**src/rtl/control_skid_buffer_if.sv**
```systemverilog
// Handshake bundle between the instruction decoder (upstream), the skid
// buffer and the downstream control interface.
interface control_skid_buffer_if #(
    parameter int WIDTH = 32,
    parameter int CNT_W = 16
);
    logic             flush;
    logic             in_valid;
    logic             in_ready;
    logic [WIDTH-1:0] in_control;
    logic             out_valid;
    logic             out_ready;
    logic [WIDTH-1:0] out_control;
    logic [CNT_W-1:0] stall_count;

    // The buffer itself.
    modport slave (
        input  flush,
        input  in_valid,
        output in_ready,
        input  in_control,
        output out_valid,
        input  out_ready,
        output out_control,
        output stall_count
    );

    // The environment: decoder on one side, control consumer on the other.
    modport master (
        output flush,
        output in_valid,
        input  in_ready,
        output in_control,
        input  out_valid,
        output out_ready,
        input  out_control,
        input  stall_count
    );
endinterface

```
**src/rtl/control_skid_buffer.sv**
```systemverilog
// Two-entry skid buffer for decoded control words. The main register drives
// out_control directly; the skid register catches the one word that can be
// accepted while the consumer stalls. in_ready depends only on the state
// register and flush, so there is no combinational path from out_ready.
module control_skid_buffer #(
    parameter int WIDTH = 32,
    parameter int CNT_W = 16
) (
    input  logic                 clk,
    input  logic                 rst,
    control_skid_buffer_if.slave bus
);

    typedef enum logic [1:0] {
        EMPTY = 2'd0,
        BUSY  = 2'd1,
        FULL  = 2'd2
    } state_t;

    state_t           state_r;
    state_t           state_s;
    logic [WIDTH-1:0] main_r;
    logic [WIDTH-1:0] skid_r;
    logic [CNT_W-1:0] stall_r;

    logic in_fire_s;
    logic out_fire_s;
    logic load_main_in_s;
    logic load_main_skid_s;
    logic load_skid_s;

    assign bus.in_ready    = (state_r != FULL) & ~bus.flush;
    assign bus.out_valid   = (state_r == BUSY) | (state_r == FULL);
    assign bus.out_control = main_r;
    assign bus.stall_count = stall_r;

    assign in_fire_s  = bus.in_valid & bus.in_ready;
    assign out_fire_s = bus.out_valid & bus.out_ready;

    // Next-state and register-load decode; flush overrides every transition.
    always_comb begin
        state_s          = state_r;
        load_main_in_s   = 1'b0;
        load_main_skid_s = 1'b0;
        load_skid_s      = 1'b0;
        if (bus.flush) begin
            state_s = EMPTY;
        end else begin
            case (state_r)
                EMPTY: begin
                    if (in_fire_s) begin
                        load_main_in_s = 1'b1;
                        state_s        = BUSY;
                    end else begin
                        state_s = EMPTY;
                    end
                end
                BUSY: begin
                    if (in_fire_s && !out_fire_s) begin
                        load_skid_s = 1'b1;
                        state_s     = FULL;
                    end else if (in_fire_s && out_fire_s) begin
                        load_main_in_s = 1'b1;
                        state_s        = BUSY;
                    end else if (out_fire_s) begin
                        state_s = EMPTY;
                    end else begin
                        state_s = BUSY;
                    end
                end
                FULL: begin
                    if (out_fire_s) begin
                        load_main_skid_s = 1'b1;
                        state_s          = BUSY;
                    end else begin
                        state_s = FULL;
                    end
                end
                default: begin
                    state_s = EMPTY;
                end
            endcase
        end
    end

    // Occupancy state register.
    always_ff @(posedge clk or posedge rst) begin
        if (rst) begin
            state_r <= EMPTY;
        end else begin
            state_r <= state_s;
        end
    end

    // Main register: new word from upstream or promotion from skid; otherwise
    // it keeps its value, including while EMPTY.
    always_ff @(posedge clk or posedge rst) begin
        if (rst) begin
            main_r <= {WIDTH{1'b0}};
        end else if (load_main_in_s) begin
            main_r <= bus.in_control;
        end else if (load_main_skid_s) begin
            main_r <= skid_r;
        end else begin
            main_r <= main_r;
        end
    end

    // Skid register: captures the word accepted while the consumer stalls.
    always_ff @(posedge clk or posedge rst) begin
        if (rst) begin
            skid_r <= {WIDTH{1'b0}};
        end else if (load_skid_s) begin
            skid_r <= bus.in_control;
        end else begin
            skid_r <= skid_r;
        end
    end

    // Saturating count of cycles where a word waits on the consumer; flush
    // does not clear it.
    always_ff @(posedge clk or posedge rst) begin
        if (rst) begin
            stall_r <= {CNT_W{1'b0}};
        end else if (bus.out_valid && !bus.out_ready && (stall_r != {CNT_W{1'b1}})) begin
            stall_r <= stall_r + {{(CNT_W-1){1'b0}}, 1'b1};
        end else begin
            stall_r <= stall_r;
        end
    end

endmodule

```
**src/flat_wrapper.sv**
```systemverilog
// flat-port wrapper written by rule: the top's interface ports become plain ports
module control_skid_buffer_flat 
#(
    parameter int WIDTH = 32,
    parameter int CNT_W = 16
)
  (clk, rst, bus_flush, bus_in_valid, bus_in_ready, bus_in_control, bus_out_valid, bus_out_ready, bus_out_control, bus_stall_count);
  control_skid_buffer_if #(.WIDTH(WIDTH), .CNT_W(CNT_W)) bus_i ();
  input  logic clk;
  input  logic rst;
  input wire logic [$bits(bus_i.flush)-1:0] bus_flush;
  input wire logic [$bits(bus_i.in_valid)-1:0] bus_in_valid;
  output wire logic [$bits(bus_i.in_ready)-1:0] bus_in_ready;
  input wire logic [$bits(bus_i.in_control)-1:0] bus_in_control;
  output wire logic [$bits(bus_i.out_valid)-1:0] bus_out_valid;
  input wire logic [$bits(bus_i.out_ready)-1:0] bus_out_ready;
  output wire logic [$bits(bus_i.out_control)-1:0] bus_out_control;
  output wire logic [$bits(bus_i.stall_count)-1:0] bus_stall_count;
  assign bus_i.flush = bus_flush;
  assign bus_i.in_valid = bus_in_valid;
  assign bus_in_ready = bus_i.in_ready;
  assign bus_i.in_control = bus_in_control;
  assign bus_out_valid = bus_i.out_valid;
  assign bus_i.out_ready = bus_out_ready;
  assign bus_out_control = bus_i.out_control;
  assign bus_stall_count = bus_i.stall_count;
  control_skid_buffer #(.WIDTH(WIDTH), .CNT_W(CNT_W)) u_core (.clk(clk), .rst(rst), .bus(bus_i));
endmodule
```
**config.mk**
```make
export PLATFORM = sky130hd
export DESIGN_NAME = control_skid_buffer_flat
export DESIGN_NICKNAME = d
export VERILOG_FILES = /design/src/rtl/control_skid_buffer_if.sv /design/src/rtl/control_skid_buffer.sv /design/src/flat_wrapper.sv
export SDC_FILE = /design/constraint.sdc
export NUM_CORES = 1
export LEC_CHECK = 0
export ABC_AREA = 0
export ABC_CLOCK_PERIOD_IN_PS = 3010
export CAP_MARGIN = 10
export CORE_ASPECT_RATIO = 1.5
export CORE_MARGIN = 2
export CORE_UTILIZATION = 49
export CTS_CLUSTER_DIAMETER = 150
export DETAILED_ROUTE_END_ITERATION = 7
export MAX_ROUTING_LAYER = met4
export PLACE_DENSITY = 0.9
export SYNTH_ARGS = -nofsm -noshare
export SYNTH_HDL_FRONTEND = slang
export SYNTH_SLANG_ARGS = --single-unit
```
**constraint.sdc**
```tcl
create_clock -name clk -period 3.01 [get_ports clk]
set_clock_uncertainty 0.1 [all_clocks]
set_input_delay 0.4515 -clock clk [delete_from_list [all_inputs] [get_ports clk]]
set_output_delay 0.4515 -clock clk [all_outputs]
set_load 0.005 [all_outputs]
```
==> out/summary.txt <==
IO buf count: 86
Vias per cell: 5.706
Worst R2R Start: u_core.state_r[1]$_DFF_PP0_
Syn avg cell area: 13.07 sq um
CTS buffer count: 9
Antenna violations before repair: 0
Sequential power share: 50.7%
Pint: 2.171 mW
Core Footprint: 7132 sq um
Maximum clock insertion buffer count: 2
Die Y: 108.5 microns
Synthesized instance count: 273
DRC violations left: 0
H-tree Lvls: 3
Via count: 2,562
Row count: 38
Critical path required time: 3.16 ns
Peak supply drop: 0.4364 mV
Cts repair resizes: 0
RSZ-0062 raised after global routing: no
Worst skew pair latency: 0.36 ns
Fin nets: 409
Synth area leader: dfrtp_1
Top cells by area, synth: dfrtp_1 (58%), mux2_2 (11%), a221o_1 (9.0%)
NetSw: 0.7419 mW
Busiest layer in global routing: met2
Critical path cell sequence: inv_1, ha_1, and4b_1, or4b_2, nor2_1, mux2_2
Global-route wire length before repair: 12,340 microns
CTS Hold Buffers Added: 0
Final non-filler cell area: 4775 sq um
Sum Neg Setup Slack: 0 ns
Yosys cell types: 30
Setup crit end kind: flop
Placed instance area: 4561 sq um
N_diodes: 0
Post-Syn Nets: 318
Class of the worst hold path: in2async
Clk sink count: 82
Critical Path AT: 2.67 ns
Die Wd: 73.67 microns
Maximum fanout along the worst path: 5
Final hold vios: 0
Worst-Margin Slew: 0.8683 ns
Dpl cells: 433
Layout cells sized above 1: 17.62%
CTS tree: yes
Initial core utilization: 50.02%
Worst-path clk slew: 0.08 ns
R2R Path End: u_core.bus.stall_count[13]$_DFFE_PP0P_
Reg2reg setup slack: 0.49 ns
Crit path kind: reg2reg
Commonest cells in the netlist: dfrtp_1 (82), mux2_2 (34), and2_1 (33)
Max-cap violations: 0
Worst R2R Path Depth: 6
Switch share: 25.47%
Power per cell area: 610.2 nW/um^2
Leak pwr: 2.151 nW
Fin cells: 449
Clk pwr share: 28.6%
Met1 Usage GRT: 24.28%
YS warnings: 0
Remaining antenna violation count after routing: 0
GRT overflow: 0
Worst hold margin: 0.4014 ns
Total wire length: 7574 microns
Yosys top cell area share: 57.52%
Sequential area share after synthesis: 57.52%
Ports: 87
Async S/R FF share, synth: 100.0%
Most frequent cell after synthesis: dfrtp_1
Combinational share of power: 20.7%
Largest net degree at the start of global routing: 43
Final Setup Violations: 0
CP Launch Type: flop
Dpl hpwl: 5299 microns
Max_slew headroom: 41.58%
Routed length per instance: 16.87 microns
Post-CTS setup buffers: 0
CTS Root Cell: clkbuf_8
RD Place Congestion: 0.8243
Max stage delay on crit path: 0.67 ns
Total track usage: 20.84%
Post-synth EDFFs: 0
Routing usage on met3: 4.101%
DIE AREA: 7993 sq um
DR iter-0 viols: 158
Met2 Resource Use GR: 33.29%
Final Max Tran Viols: 0
Outcome: finished clean
Critical path's slowest cell: or4b_2
Synthesized area: 3567 sq um
Most used DFF post-synth: dfrtp_1
Crit share post-route: 83.74%
Number of synthesized register bits: 82
Vias in the first global route: 2,682
P&R area growth vs syn: 33.85%
Fmax: 396.7 MHz
Min Clock Period, post-route: 2.521 ns
Drt pass-1 iters: 4
## critical path, delay by kind of cell (launching register included)
family / cells / cell delay (ns)
adder cells (fa/ha/maj): 1 / 0.36
buffers and inverters: 1 / 0.08
flip-flops: 1 / 0.41
multiplexers: 1 / 0.34
AND/OR/NAND/NOR: 3 / 1.13
## state kept, by name, indices dropped and copies added (netlist names)
name	count
u_core.skid_r	32
u_core.state_r	2
u_core.bus.stall_count	16
u_core.bus.out_control	32
## how the worst max path moves through the flow
stage | slack, ns | start | cells after the start | endpoint
detailed placement | 0.16 | bus_flush | 9 | u_core.bus.out_control[28]$_DFFE_PP0P_
global placement | 0.29 | bus_flush | 9 | u_core.bus.out_control[12]$_DFFE_PP0P_
global route | 0.32 | u_core.state_r[0]$_DFF_PP0_ | 10 | u_core.bus.out_control[28]$_DFFE_PP0P_
CTS | 0.48 | u_core.state_r[1]$_DFF_PP0_ | 6 | u_core.bus.stall_count[13]$_DFFE_PP0P_
floorplan | 0.35 | rst | 1 | u_core.bus.out_control[0]$_DFFE_PP0P_
finish | 0.49 | u_core.state_r[1]$_DFF_PP0_ | 6 | u_core.bus.stall_count[13]$_DFFE_PP0P_
## layout by cell type, fill, tap and decap left out, drive strengths merged, types with 6 or more instances in the layout
master | synthesis | routed
ha | 8 | 8
nand2 | 9 | 9
a221o | 32 | 32
buf | 4 | 7
mux2 | 35 | 35
inv | 7 | 6
xor2 | 7 | 7
clkdlybuf4s50 | 0 | 86
clkbuf | 9 | 11
and2 | 33 | 33
nand4 | 7 | 7
dfrtp | 82 | 82
nor2 | 8 | 8
## metal layers
metal / share of wire, % / up-vias
met5: 0 / -
met4: 2.8 / 0
met3: 3.9 / 17
met2: 52 / 63
met1: 41 / 1305
li1: - / 1177
## cells by family (layout without fill, tap and decap cells)
logic type	Yosys count	count (layout)	share of synthesized area, %
muxes	35	35	11.15
xor gates and xnor gates	12	12	2.946
AOI/OAI and AO/OA	37	37	9.927
DFF	82	82	57.52
adders and majority gates	8	8	2.806
and+or+nand+nor	79	79	13.43
buffers and inverters	20	116	2.210
## cell type report
cell class                      instances  area, sq um
Multi-Input combinational cell        171         1443
Clock buffer                           11        151.4
Timing Repair Buffer                   93        938.4
Fill cell                             525         2357
Tap cell                               80        100.1
Sequential cell                        82         2052
Clock inverter                          5        62.56
Inverter                                7        27.53
## power by group through the flow
stage | clock network, mW | logic, mW | registers [mW]
after detailed placement | 0 | 0.612 | 1.50
after floorplan | 0 | 0.280 | 1.47
after global routing | 0.890 | 0.660 | 1.50
after CTS | 0.858 | 0.614 | 1.48
after global placement | 0 | 0.590 | 1.48
final | 0.834 | 0.604 | 1.48
## metrics by stage
| stage | total power, mW | utilization, % | worst slack [ns] |
|---|---|---|---|
| final | 2.913 | 66.95 | 0.4894 |
| after global routing | 3.050 | 66.95 | 0.3228 |
| after CTS | 2.948 | 66.95 | 0.4829 |
| after detailed placement | 2.108 | 63.95 | 0.1550 |
| after global placement | 2.069 | 63.95 | 0.2872 |
| after floorplan | 1.748 | - | 0.3501 |
(Power assumes the default switching activity.)
